===== src/rtl/cpu_run_ctrl.sv =====
`timescale 1ns/1ps
// cpu_run_ctrl: run / single-step / breakpoint controller that gates the CPU through cpu_en.
// Latency: held press -> cpu_en on the (DB_CYCLES+3)th edge counting the first sampling edge; run edge -> RUN 3 edges later.
// Backpressure: none; the CPU is throttled only by cpu_en. Define CPU_RUN_CTRL_CYCLE_COUNT_EN to build the cycle counter.
module cpu_run_ctrl #(
    parameter int unsigned DB_CYCLES = 1000000
) (
    input  logic        cpu_clk,
    input  logic        rst,
    input  logic        step_btn,
    input  logic        run_sw,
    input  logic        bp_en,
    input  logic [31:0] bp_addr,
    input  logic [31:0] watch_pc,
    output logic        cpu_en,
    output logic        halted,
    output logic [1:0]  state,
    output logic [31:0] cycle_cnt
);
    localparam logic [1:0] IDLE  = 2'd0;
    localparam logic [1:0] STEP  = 2'd1;
    localparam logic [1:0] RUN   = 2'd2;
    localparam logic [1:0] BREAK = 2'd3;

    localparam int unsigned CW = $clog2(DB_CYCLES);
    localparam logic [CW-1:0] DB_LAST = CW'(DB_CYCLES - 1);

    logic          step_meta;
    logic          s_step;
    logic          run_meta;
    logic          s_run;
    logic          run_q;
    logic          filt;
    logic          filt_q;
    logic [CW-1:0] db_cnt;
    logic [1:0]    state_nxt;

    logic step_req;
    logic run_rise;
    logic run_fall;
    logic bp_hit;

    always_ff @(posedge cpu_clk or negedge rst) begin
        if (!rst) begin
            step_meta <= 1'b0;
            s_step    <= 1'b0;
            run_meta  <= 1'b0;
            s_run     <= 1'b0;
            run_q     <= 1'b0;
            filt      <= 1'b0;
            filt_q    <= 1'b0;
            db_cnt    <= '0;
        end else begin
            step_meta <= step_btn;
            s_step    <= step_meta;
            run_meta  <= run_sw;
            s_run     <= run_meta;
            run_q     <= s_run;
            filt_q    <= filt;
            // Any cycle where the synchronized button agrees with the filtered level restarts the count.
            if (s_step == filt) begin
                db_cnt <= '0;
            end else if (db_cnt == DB_LAST) begin
                filt   <= s_step;
                db_cnt <= '0;
            end else begin
                db_cnt <= db_cnt + 1'b1;
            end
        end
    end

    assign step_req = filt & ~filt_q;
    assign run_rise = s_run & ~run_q;
    assign run_fall = ~s_run & run_q;
    assign bp_hit   = bp_en & (watch_pc == bp_addr);

    always_comb begin
        state_nxt = state;
        case (state)
            IDLE: begin
                if (run_rise)      state_nxt = RUN;
                else if (step_req) state_nxt = STEP;
            end
            STEP: state_nxt = IDLE;
            RUN: begin
                if (run_fall)      state_nxt = IDLE;
                else if (bp_hit)   state_nxt = BREAK;
            end
            BREAK: begin
                if (run_fall)      state_nxt = IDLE;
                else if (step_req) state_nxt = STEP;
            end
            default: state_nxt = IDLE;
        endcase
    end

    always_ff @(posedge cpu_clk or negedge rst) begin
        if (!rst) state <= IDLE;
        else      state <= state_nxt;
    end

    // Masking on bp_hit keeps the CPU from entering the instruction at bp_addr.
    assign cpu_en = (state == STEP) | ((state == RUN) & ~bp_hit);
    assign halted = (state == IDLE) | (state == BREAK);

`ifdef CPU_RUN_CTRL_CYCLE_COUNT_EN
    always_ff @(posedge cpu_clk or negedge rst) begin
        if (!rst)        cycle_cnt <= '0;
        else if (cpu_en) cycle_cnt <= cycle_cnt + 32'd1;
    end
`else
    assign cycle_cnt = '0;
`endif

endmodule


===== config.mk =====
export PLATFORM = sky130hd
export DESIGN_NAME = cpu_run_ctrl
export DESIGN_NICKNAME = d
export VERILOG_FILES = /design/src/rtl/cpu_run_ctrl.sv
export SDC_FILE = /design/constraint.sdc
export NUM_CORES = 1
export LEC_CHECK = 0
export ABC_AREA = 1
export CORE_ASPECT_RATIO = 1.4
export CORE_MARGIN = 2
export CORE_UTILIZATION = 45
export DETAILED_ROUTE_END_ITERATION = 12
export PLACE_DENSITY_LB_ADDON = 0.3
export SLEW_MARGIN = 20
export SYNTH_ARGS = -nofsm -noshare
export SYNTH_HDL_FRONTEND = slang
export SYNTH_SLANG_ARGS = --single-unit

===== constraint.sdc =====
create_clock -name cpu_clk -period 2.6 [get_ports cpu_clk]
set_input_delay 0.65 -clock cpu_clk [delete_from_list [all_inputs] [get_ports cpu_clk]]
set_output_delay 0.65 -clock cpu_clk [all_outputs]
set_load 0.02 [all_outputs]

---- Word-level counts from Yosys, hierarchy flattened ----
Index checks and enable logic that the tools add are counted.
storage, ports and cells
  bits in registers ....................... 29
  input port bits ......................... 69
  word-level logic and storage cells ...... 39
operators by class
  add/subtract/negate cells ............... 1
  equality and inequality tests ........... 7
  multiplexer cells ....................... 8
  bitwise gates (word level) .............. 12
  reductions and logical operators ........ 2
operator list
  cell                                                             count
  20-bit two-way mux                                               2
  32-bit == test                                                   1
  20-bit by 1-bit adder with 20-bit output, second input constant  1
  20-bit == test, second input constant                            1
  2-bit two-way mux                                                5
  2-bit case mux with 4 select lines                               1
  1-bit bitwise AND                                                5
  1-bit NOT                                                        5
  2-bit == test, second input constant                             2
  3-bit != test, second input constant                             1
  2-bit by 1-bit == test with 1-bit output, second input constant  1
  2-bit zero test                                                  1
  1-bit OR                                                         2
  2-bit AND reduction                                              1
  1-bit == test                                                    1

---- Logic depth before layout (Yosys ltp) ----
  word-level depth ........................ 5
  gate-level depth with buffers ........... 12
  mapped depth without buffers ............ 12

---- Worst setup path before layout ----
OpenSTA, ideal clock, no wires.
  path kind ............................... input -> output
  start point ............................. input port bp_addr[6]
  end point ............................... output port cpu_en
  arrival time ............................ 1.396 ns
  data required time ...................... 1.950 ns
  path slack .............................. 0.554 ns
  cell stages on the path ................. 7
  cells stage by stage .................... xnor2_1 -> nand2_1 -> nor2_1 -> nand2_1 -> nor2_1 -> nand3_1 -> a21o_1
on the way
  longest elaborated chain between the ends .. 5
ends and longest elaborated chain
  element            RTL line  text
  from (decl)        13        input logic [31:0] bp_addr,
  32-bit == test     75        assign bp_hit = bp_en & (watch_pc == bp_addr);
  1-bit bitwise AND  75
  1-bit NOT          103       assign cpu_en = (state == STEP) | ((state == RUN) & ~bp_hit);
  1-bit bitwise AND  103
  1-bit OR           103
  to (decl)          15        output logic cpu_en,
Every way passes these cells.

---- Worst setup path in the final report ----
  start point ............................. input port watch_pc[14]
  end point ............................... output port cpu_en
on the way
  longest elaborated chain between the ends .. 5
ends and longest elaborated chain
  element            RTL line  text
  from (decl)        14        input logic [31:0] watch_pc,
  32-bit == test     75
  1-bit bitwise AND  75
  1-bit NOT          103
  1-bit bitwise AND  103
  1-bit OR           103
Every way passes these cells.

==> flow_metrics.env <==
export IMPL_status="finished, final reports clean"
export IMPL_critPathRequiredTime_ns=1.95
export IMPL_place_gp_congestion=0.872
export IMPL_overflow=0
export IMPL_hold_violations=0
export IMPL_gr_usage_met2=0.362
export IMPL_rsz0062_at_grt="no"
export IMPL_drtAntennaViolNets=0
export IMPL_drc=0
export IMPL_ioPinCount=105
export IMPL_grt_pass1_wl_mm=8.44
export IMPL_postLayoutCellArea_sq_um=3010
export IMPL_crit_type="input port to output port"
export IMPL_cts_sinks=29
export IMPL_fp_dieArea_sq_um=5640
export IMPL_hold_path_class="flip-flop to flip-flop"
export IMPL_place_ws_ns=-0.550
export IMPL_diodes=0
export IMPL_drtIter0Drc=77
export IMPL_maxCapViolCount=0
export IMPL_synth_yosys_warnings=0
export IMPL_yosys_register_bits=29
export IMPL_finalWirelength_mm=5.14
export IMPL_antenna_found_initial=0
export IMPL_post_dp_hpwl_mm=4.26
export IMPL_critPathLaunchType="input port"
export IMPL_post_route_min_period_ns=2.49
export IMPL_grt_use_total=0.189
export IMPL_synthMostInstantiatedCell="nand2_1"
export IMPL_grt_max_degree=30
export IMPL_initial_core_util=0.469
export IMPL_setup_viol=0
export IMPL_io_buffers=72
export IMPL_slowest_delay_ns=0.48
export IMPL_ys_top_cells_by_area="dfrtp_1, nand2_1, inv_1, buf_4, nor2_1"
export IMPL_vias=2114
export IMPL_path_clk_slew_ns=0.06
export IMPL_drive_above_1_share=0.0577
export IMPL_cp_data_arrival_time_ns=1.84
export IMPL_synth_main_ff_cell="dfrtp_1"
export IMPL_synthArstFlopShare=1.00
export IMPL_ys_types=29
export IMPL_powerDensity_nw_per_um2=443
export IMPL_path_max_fanout=2
export IMPL_globalRoute_busiestLayer="met2"
export IMPL_insertion_delay_ns=0.28
export IMPL_place_area_sq_um=2960
export IMPL_fin_worst_skew_ns=0.00323
export IMPL_ys_seq_area_frac=0.320
export IMPL_cp_slowest_cell="clkdlybuf4s50_1"
export IMPL_path_cells="clkdlybuf4s50_1 -> xnor2_1 -> nand3_1 -> nor2_2 -> nand3_2 -> a21o_1 -> buf_6"
export IMPL_finalCritPeriodShare=0.958
export IMPL_synth_area_sq_um=2270
export IMPL_row_count=30
export IMPL_clockBufferDepth=2
export IMPL_drt_pass1_iterations=4
export IMPL_tritoncts="built"
export IMPL_routedWlPerCell_microns=10.7
export IMPL_grt_pass1_vias=1968
export IMPL_die_w_microns=64.0
export IMPL_cp_end_kind="output port"
export IMPL_syn_avg_cell_area_sq_um=6.75
export IMPL_grtUsageMet3=0.0450
export IMPL_synth_edf_count=0
export IMPL_core_sq_um=4840
export IMPL_synth_largest_area_cell="dfrtp_1"
export IMPL_ir_drop_v=0.000395
export IMPL_nets=490
export IMPL_areaGrowthSynthToFinish_pct=32.5
export IMPL_synth_top_area_frac=0.320
export IMPL_p_leak_uw=0.00170
export IMPL_timing_fmax_mhz=401
export IMPL_postCtsHoldBufs=0
export IMPL_post_cts_setup_buffer_count=0
export IMPL_viasPerCell=4.40
export IMPL_met1_usage=0.208
export IMPL_syn_inst=336
export IMPL_setup_tns_ns=0
export IMPL_layout_setup_ws_ns=0.108
export IMPL_slew_viol_final=0
export IMPL_die_y_microns=88.0
export IMPL_synthTopCellsByCount="nand2_1, inv_1, nor2_1, buf_4, dfrtp_1"
export IMPL_cts_htree_levels=2
export IMPL_cts_root_buf="clkbuf_8"
export IMPL_cts_buffers=5
## worst max-delay path, delay by kind of cell
kind	cells	cell delay [ns]
compound gates	1	0.18
simple gates	3	0.30
xor+xnor	1	0.11
buf+inv	2	0.61
## flip-flops by register name, summed over array words and instances (netlist names)
signal / count
s_step: 1
filt: 1
filt_q: 1
db_cnt: 20
run_q: 1
s_run: 1
state: 2
step_meta: 1
run_meta: 1
## path summary, 6_finish.rpt
path | end | slack, ns | depth (start not counted) | startpoint
worst max-delay path | cpu_en | 0.11 | 7 | watch_pc[14]
worst min register to register | s_run | 0.35 | 0 | run_meta
worst max register to register | db_cnt[17] | 0.76 | 8 | db_cnt[0]
min in group asynchronous | db_cnt[16] | 0.75 | 2 | rst
max in group asynchronous | db_cnt[11] | 1.58 | 2 | rst
worst min-delay path | s_run | 0.35 | 0 | run_meta
## layout make-up
class / instances / area (sq um)
clock buffers: 7 / 86.3
repair buffers: 75 / 689
flip-flops and latches: 29 / 726
inverters: 65 / 244
well taps: 64 / 80.1
fillers: 466 / 1840
multi-input cells: 240 / 1180
## metrics by stage
step	cells	power (uW)	hold WS, ns	util
finish	480	1330	0.348	0.621
global route	480	1430	0.361	0.621
CTS	480	1350	0.349	0.615
detailed placement	473	1010	0.336	0.611
global placement	473	1000	0.332	0.611
floorplan	367	815	0.331	-
## cells by family after synthesis
group	Yosys count	share of synthesized area
simple gates	154	0.292
xor+xnor	16	0.0617
fa+ha+maj	5	0.0276
compound gates	33	0.0794
buf+inv	98	0.218
flops	29	0.320
other cells	1	0.00165
## cell usage in the layout, fill, tap and decap left out
master / count
xnor2_1: 9
ha_1: 5
a31oi_1: 1
nand3_1: 14
nand4_1: 4
o211a_1: 1
o22ai_1: 1
nor2_1: 35
a21boi_2: 1
nor2_4: 1
o21ai_0: 9
nand2_2: 4
a21o_1: 1
o31ai_1: 1
nor3_1: 6
o21ai_1: 9
nor2_2: 4
clkbuf_1: 1
nand2_1: 81
nand3b_1: 1
dlygate4sd2_1: 56
nor3b_4: 1
clkbuf_8: 6
xor2_1: 7
a21oi_1: 9
dfrtp_1: 29
conb_1: 32
buf_4: 3
dlymetal6s2s_1: 6
nand3_2: 2
clkdlybuf4s15_1: 1
or2_2: 1
clkdlybuf4s50_1: 8
buf_6: 1
inv_1: 65
## power by group
group          switching (uW)  total [uW]  internal (uW)
registers                23.1         497            474
clock network             148         357            209
logic                     262         477            215
## routing by layer
metal  share of wire  vias to the layer above
li1                -                     1114
met1            0.41                      917
met2            0.50                       76
met3           0.073                        7
met4          0.0092                        0
met5               0                        -
## what timing repair did
item                       4_1_cts  5_1_grt
setup endpoints to repair        1        1
gates resized for setup         74       10
pin swaps                       27        9
cloned                           0        0
Note: power is estimated with default switching activity, not from simulation.
